--- src/rtl/phoenix_input_buffer.sv ---
// Phoenix router input port: credit-controlled flit FIFO that requests a
// route for each packet header and streams the packet once granted.
module phoenix_input_buffer #(
    parameter int TAM_FLIT     = 16,
    parameter int BUFFER_DEPTH = 16
) (
    input  logic                clk,
    input  logic                reset,
    input  logic                rx,
    input  logic [TAM_FLIT-1:0] data_in,
    output logic                credit_o,
    output logic                h,
    input  logic                ack_h,
    output logic                data_av,
    output logic [TAM_FLIT-1:0] data,
    input  logic                data_ack,
    output logic                sender
);

    localparam int AW = $clog2(BUFFER_DEPTH);
    localparam int CW = $clog2(BUFFER_DEPTH + 1);

    typedef enum logic [1:0] {
        S_INIT   = 2'd0,
        S_HEADER = 2'd1,
        S_SEND   = 2'd2,
        S_END    = 2'd3
    } state_t;

    state_t              state;
    logic [TAM_FLIT-1:0] mem [BUFFER_DEPTH];
    logic [AW-1:0]       wr_ptr;
    logic [AW-1:0]       rd_ptr;
    logic [CW-1:0]       count;
    logic [TAM_FLIT-1:0] remaining;
    logic                hdr_seen;
    logic                size_seen;
    logic                wr;
    logic                rd;

    assign credit_o = reset && (count < CW'(BUFFER_DEPTH));
    assign wr       = rx && credit_o;
    assign data_av  = (state == S_SEND) && (count != '0);
    assign rd       = data_av && data_ack;
    assign data     = mem[rd_ptr];

    // Storage is not reset; stale contents are unreachable once pointers clear.
    always_ff @(posedge clk) begin
        if (wr) begin
            mem[wr_ptr] <= data_in;
        end
    end

    always_ff @(posedge clk) begin
        if (!reset) begin
            wr_ptr <= '0;
            rd_ptr <= '0;
            count  <= '0;
        end else begin
            if (wr) begin
                wr_ptr <= wr_ptr + 1'b1;
            end
            if (rd) begin
                rd_ptr <= rd_ptr + 1'b1;
            end
            unique case ({wr, rd})
                2'b10:   count <= count + 1'b1;
                2'b01:   count <= count - 1'b1;
                default: count <= count;
            endcase
        end
    end

    always_ff @(posedge clk) begin
        if (!reset) begin
            state     <= S_INIT;
            h         <= 1'b0;
            sender    <= 1'b0;
            remaining <= '0;
            hdr_seen  <= 1'b0;
            size_seen <= 1'b0;
        end else begin
            unique case (state)
                S_INIT: begin
                    h      <= 1'b0;
                    sender <= 1'b0;
                    if (count != '0) begin
                        state <= S_HEADER;
                        h     <= 1'b1;
                    end
                end
                S_HEADER: begin
                    if (ack_h) begin
                        state  <= S_SEND;
                        h      <= 1'b0;
                        sender <= 1'b1;
                    end
                end
                S_SEND: begin
                    if (rd) begin
                        if (!hdr_seen) begin
                            hdr_seen <= 1'b1;
                        end else if (!size_seen) begin
                            remaining <= data;
                            size_seen <= 1'b1;
                            if (data == '0) begin
                                state  <= S_END;
                                sender <= 1'b0;
                            end
                        end else begin
                            remaining <= remaining - 1'b1;
                            if (remaining == TAM_FLIT'(1)) begin
                                state  <= S_END;
                                sender <= 1'b0;
                            end
                        end
                    end
                end
                S_END: begin
                    state     <= S_INIT;
                    h         <= 1'b0;
                    sender    <= 1'b0;
                    hdr_seen  <= 1'b0;
                    size_seen <= 1'b0;
                end
                default: state <= S_INIT;
            endcase
        end
    end

endmodule
--- config.mk ---
export PLATFORM = sky130hd
export DESIGN_NAME = phoenix_input_buffer
export DESIGN_NICKNAME = d
export VERILOG_FILES = /design/src/rtl/phoenix_input_buffer.sv
export SDC_FILE = /design/constraint.sdc
export NUM_CORES = 1
export LEC_CHECK = 0
export ABC_AREA = 0
export BUFFER_PORTS_ARGS = -buffer_cell sky130_fd_sc_hd__clkbuf_2
export CAP_MARGIN = 20
export CORE_MARGIN = 8
export CORE_UTILIZATION = 45
export DETAILED_ROUTE_END_ITERATION = 7
export PLACE_DENSITY = 0.63
export SYNTH_ARGS = -nofsm -noshare
export SYNTH_HDL_FRONTEND = slang
export SYNTH_SLANG_ARGS = --single-unit
--- constraint.sdc ---
create_clock -name clk -period 4.3 [get_ports clk]
set_clock_uncertainty 0.05 [all_clocks]
set_input_delay 0.43 -clock clk [delete_from_list [all_inputs] [get_ports clk]]
set_output_delay 0.43 -clock clk [all_outputs]
set_load 0.005 [all_outputs]
### Yosys cells after proc, flatten, opt, wreduce, memory -nomap -nowiden

Memory sizes are Yosys's and may differ from the RTL's. A register that Yosys moved wholly into a read port is not among the register bits.
Index checks and enable logic that the tools add are counted.

| word-level totals | value |
|---|---|
| logic and storage cells | 74 |
| bits in registers | 35 |
| ROM bits | 0 |
| latch bits | 0 |
| output and inout bits | 20 |
| RAM bits | 256 |
| input bits | 21 |
| memories kept | 1 |

Memory list:

| name | depth | bits a word | rd ports | clocked after Yosys merged registers in | wr ports | RTL line | text |
|---|---|---|---|---|---|---|---|
| mem | 16 | 16 | 1 | 1 | 1 | 31 | `logic [TAM_FLIT-1:0] mem [BUFFER_DEPTH];` |

| operators by class | value |
|---|---|
| div/mod/pow operators | 0 |
| add/subtract/negate cells | 5 |
| multiply operators | 0 |
| multiplexer cells | 29 |
| shifts and indexed selects | 0 |
| bitwise gates (word level) | 0 |
| eq/ne operators | 12 |
| reductions and logical operators | 17 |
| order comparisons | 1 |

Operators with widths:

| operator | number |
|---|---|
| == test 16 x 1 -> 1 bit, second input constant | 1 |
| zero test 16 bit | 1 |
| 2-to-1 mux 16 bit | 1 |
| subtractor 16 x 1 -> 16 bit, second input constant | 1 |
| 2-to-1 mux 2 bit | 7 |
| 2-to-1 mux 1 bit | 13 |
| case mux 5 bit (2 select lines) | 1 |
| adder 4 x 1 -> 4 bit, second input constant | 2 |
| 2-to-1 mux 4 bit | 2 |
| inequality test 2 bit, second input constant | 4 |
| case mux 2 bit (4 select lines) | 1 |
| == test 2 bit, second input constant | 3 |
| inequality test 3 x 2 -> 1 bit, second input constant | 2 |
| case mux 1 bit (3 select lines) | 2 |
| AND reduction 3 bit | 2 |
| AND reduction 6 bit | 1 |
| adder 5 x 1 -> 5 bit, second input constant | 1 |
| less-than comparator 5 bit, second input constant | 1 |
| AND reduction 5 bit | 1 |
| nonzero test 5 bit | 1 |
| subtractor 5 x 1 -> 5 bit, second input constant | 1 |
| == test 2 x 1 -> 1 bit, second input constant | 2 |
| logical AND 1 bit | 4 |
| case mux 1 bit (2 select lines) | 2 |
| 5 further kinds | 7 |

### Depth between registers and ports, before layout

| depth | value |
|---|---|
| word-level depth | 6 |
| mapped depth | 16 |
| gate-level depth less buffers | 13 |

### Least setup slack after synthesis

Ideal clock, no wire load.

| timing path | value |
|---|---|
| path kind | input to register |
| start point | input port reset |
| end point | register count[4] |
| data arrival time | 3.023 ns |
| cell stages on the path | 16 |
| required time | 4.174 ns |
| setup slack | 1.151 ns |
| cell sequence | clkbuf_1 -> inv_1 -> nor2_1 -> and2_1 -> clkbuf_1 -> inv_1 -> ha_1 -> clkbuf_1 -> xor2_1 -> ha_1 -> o21ai_0 -> a21oi_1 -> a21oi_1 -> xor2_1 -> or3_1 -> a21boi_0 |

| between the ends | value |
|---|---|
| cells in the longest elaborated chain, start to end | 4 |
| elaborated cells on any way between the ends | 6 |
| classes of those cells | eq/ne (2); mux (1); reduce/logical (3) |

RTL lines:

| item | RTL line | text |
|---|---|---|
| from (decl) | 8 | `input logic reset,` |
| logical AND 1 bit * | 41 | `assign credit_o = reset && (count < CW'(BUFFER_DEPTH));` |
| named net credit_o | 11 | `output logic credit_o,` |
| logical AND 1 bit * | 42 | `assign wr = rx && credit_o;` |
| == test 2 x 1 -> 1 bit or == test 2 bit (tied branches) | 66 | `unique case ({wr, rd})` |
| case mux 5 bit (2 select lines) or nonzero test 2 bit (tied branches) | -- |  |
| to (signal assigned) | 67 | `2'b10: count <= count + 1'b1;` |
| to (signal assigned) | 68 | `2'b01: count <= count - 1'b1;` |
| to (signal assigned) | 69 | `default: count <= count;` |
| to (decl) | 34 | `logic [CW-1:0] count;` |

Mark *: on every way through the listed nets, which the timed path passes. The rest lies on a longest branch.
A chain may end at the register's enable or synchronous reset.

==> flow_summary.ini <==
[sta]
slew_headroom_pct = 28.7
min_period_ns = 3.70
timing.final.crit_share_pct = 86.0
hold_viol_final = 0
fmax_mhz = 270
slew_viol_final = 0
rsz0062_at_grt = false
fin_setup_tns_ns = 0
worstMarginPinSlew_ns = 1.06
setup_violations = 0

[floorplan]
io_pins = 41
dieArea_um2 = 32300
rows = 60
fp.dieH_um = 180
fp.dieW_um = 180
start_util_pct = 45.3
fp.coreArea_um2 = 26700

[worst_setup_path]
critPathCaptureType = output pin
cp.required_ns = 3.82
critPathKind = reg2out
cp-start-kind = flop
cp.arrival_ns = 3.22
r2r_slack_ns = 0.89
crit_path_max_fanout = 34

[placement]
io_buffers = 40
gp_congestion = 0.858
dp_hpwl_mm = 16.5

[global_route]
antenna_found_initial = 2
grt_usage_pct = 17.0
grt_pass1_vias = 6858
grt-ovfl-total = 0
grt_max_degree = 48
grt_pass1_wl_mm = 42.4
use_met2_pct = 27.6
grt-busiest-layer = met2
use_met3_pct = 3.75
gr-usage-met1_pct = 22.5

[clocking]
cts-root-buf = clkbuf_16
worstSkewPairLatency_ns = 0.54
clk_pin_slew_ns = 0.06
clk_path_buf_depth = 3
numCtsBuffers = 29
cts_htree_levels = 1
cts_hold_buf = 0
cts_tree = yes
postCtsSetupBuffers = 0
cts.sinks = 295
cts_resized = 0

[route]
vias = 6724
ant_nets = 0
dr.pass1.iters = 5
initialDrtViolationCount = 630
wl_per_cell_um = 24.4
drc = 0
viasPerCell = 5.90
wirelength_mm = 27.8

[synth]
synth-edff-count = 256
async_flop_share_pct = 0
netlist_area_um2 = 12100
ys_warn_count = 0
avgSynthCellArea_um2 = 16.8
synth-seq-area-share_pct = 70.1
synth_nets = 753
post_synth_num_cell_types = 52
ys_seq_elements = 295
synth_top_flop_cell = edfxtp_1
syn_inst = 717

[finish]
area_growth_pct = 13.4
fill_cells = 2078
fin_util_pct = 51.4
drive_gt1_share_pct = 20.4
layout.nets = 814
mostFrequentLayoutCell = edfxtp_1
final_cell_mix = edfxtp_1, mux4_2, nand2_1, clkbuf_2, dfxtp_1

[run]
maxCapViolations = 0

[power]
p_leak_nw = 4.42
power_density_nw_per_um2 = 432
vdd_ir_drop_max_uv = 228

[status]
status = finished, final reports clean

[hold_path]
hold_class = in2reg
[report_power, final]
part | internal (mW) | total [mW] | switching, mW
sequential | 3.14 | 3.16 | 0.0245
clock | 1.47 | 2.47 | 1.01
combinational | 0.111 | 0.280 | 0.169
total | 4.72 | 5.92 | 1.20
[synthesized netlist by cell type (2+ instances only)]
library cell  number  area [µm²]
a221oi_1          10        87.6
o21ai_1            3        15.0
nand2_1           40         150
inv_1             15        56.3
nor4_1             6        37.5
a211oi_1           5        37.5
buf_6              2        22.5
edfxtp_1         256        7690
nor2_1            14        52.6
buf_4              2        15.0
buf_1              4        15.0
nor3b_1            2        15.0
nor3_1            10        50.1
or3_1              4        25.0
o41ai_1            2        17.5
a21oi_1           12        60.1
o21ai_0           27         135
nand4_1            5        31.3
buf_2              5        25.0
xor2_1             5        43.8
dfxtp_1           39         781
a22o_1             2        17.5
xnor2_1            6        52.6
nand3_1            5        25.0
and2_1            36         225
clkbuf_1          23        86.3
a21boi_0          12        90.1
mux4_2            55        1240
ha_1              15         188
a22oi_1           32         240
mux2i_1           30         300
nor2b_1            9        56.3
or4_1              5        37.5
[state kept, by name, indices dropped and copies added, names as in the netlist, named ones only]
signal     count
rd_ptr         4
sender         1
state          2
size_seen      1
mem          256
remaining     16
count          5
hdr_seen       1
wr_ptr         4
h              1
[layer usage]
layer	routed length (µm)	share of wire, %	vias up
met4	859	3.1	2
li1	-	-	2980
met2	13100	47	252
met5	15	0.054	-
met3	2090	7.5	56
met1	11800	42	3434
[cells by family (layout without fill, tap and decap cells)]
family | Yosys count | count (layout) | synth area share, %
AOI/OAI and AO/OA | 116 | 116 | 6.65
xor gates and xnor gates | 11 | 11 | 0.798
adders and majority gates | 15 | 15 | 1.55
buffers and inverters | 52 | 133 | 1.85
DFF | 295 | 295 | 70.1
muxes | 86 | 86 | 12.8
other | 0 | 1 | 0
and+or+nand+nor | 142 | 142 | 6.20
[final cells by class]
type / instances / area (µm²) / area share [%]
clock buffer: 35 / 748 / 5.46
sequential: 295 / 8470 / 61.9
inverter: 16 / 60.1 / 0.439
clock inverter: 16 / 178 / 1.30
tap: 341 / 427 / 3.12
antenna: 1 / 2.50 / 0.0183
timing repair buffer: 66 / 420 / 3.07
multi-input combinational: 370 / 3390 / 24.7
[final timing paths]
check | startpoint | endpoint | cells past startpoint
max | flop | data[6] | 7
max reg2reg | flop | sender | 7
min | reset | remaining[1] | 3
min reg2reg | remaining[3] | remaining[3] | 2
[worst max-delay path, cell delays in order (launching register included)]
cell      delay [ns]
dfxtp_4         0.81
buf_12          0.35
mux2i_1         0.13
a221oi_1        0.36
o21ai_0         0.15
a21oi_1         0.48
buf_4           0.24
clkbuf_2        0.12
[per-stage QoR]
step / hold WS [ns] / std cells / area (µm²) / worst slack [ns] / total power, mW
after global placement: 0.423 / 1088 / 12800 / 0.871 / 3.49
after global routing: 0.166 / 1140 / 13700 / 0.259 / 6.11
final: 0.172 / 1140 / 13700 / 0.600 / 5.92
after CTS: 0.151 / 1139 / 13700 / 0.517 / 5.96
after detailed placement: 0.435 / 1088 / 12800 / 0.864 / 3.50
after floorplan: 0.401 / 717 / 12100 / 1.15 / 3.39
No activity file was read; power rests on OpenSTA's default activity.
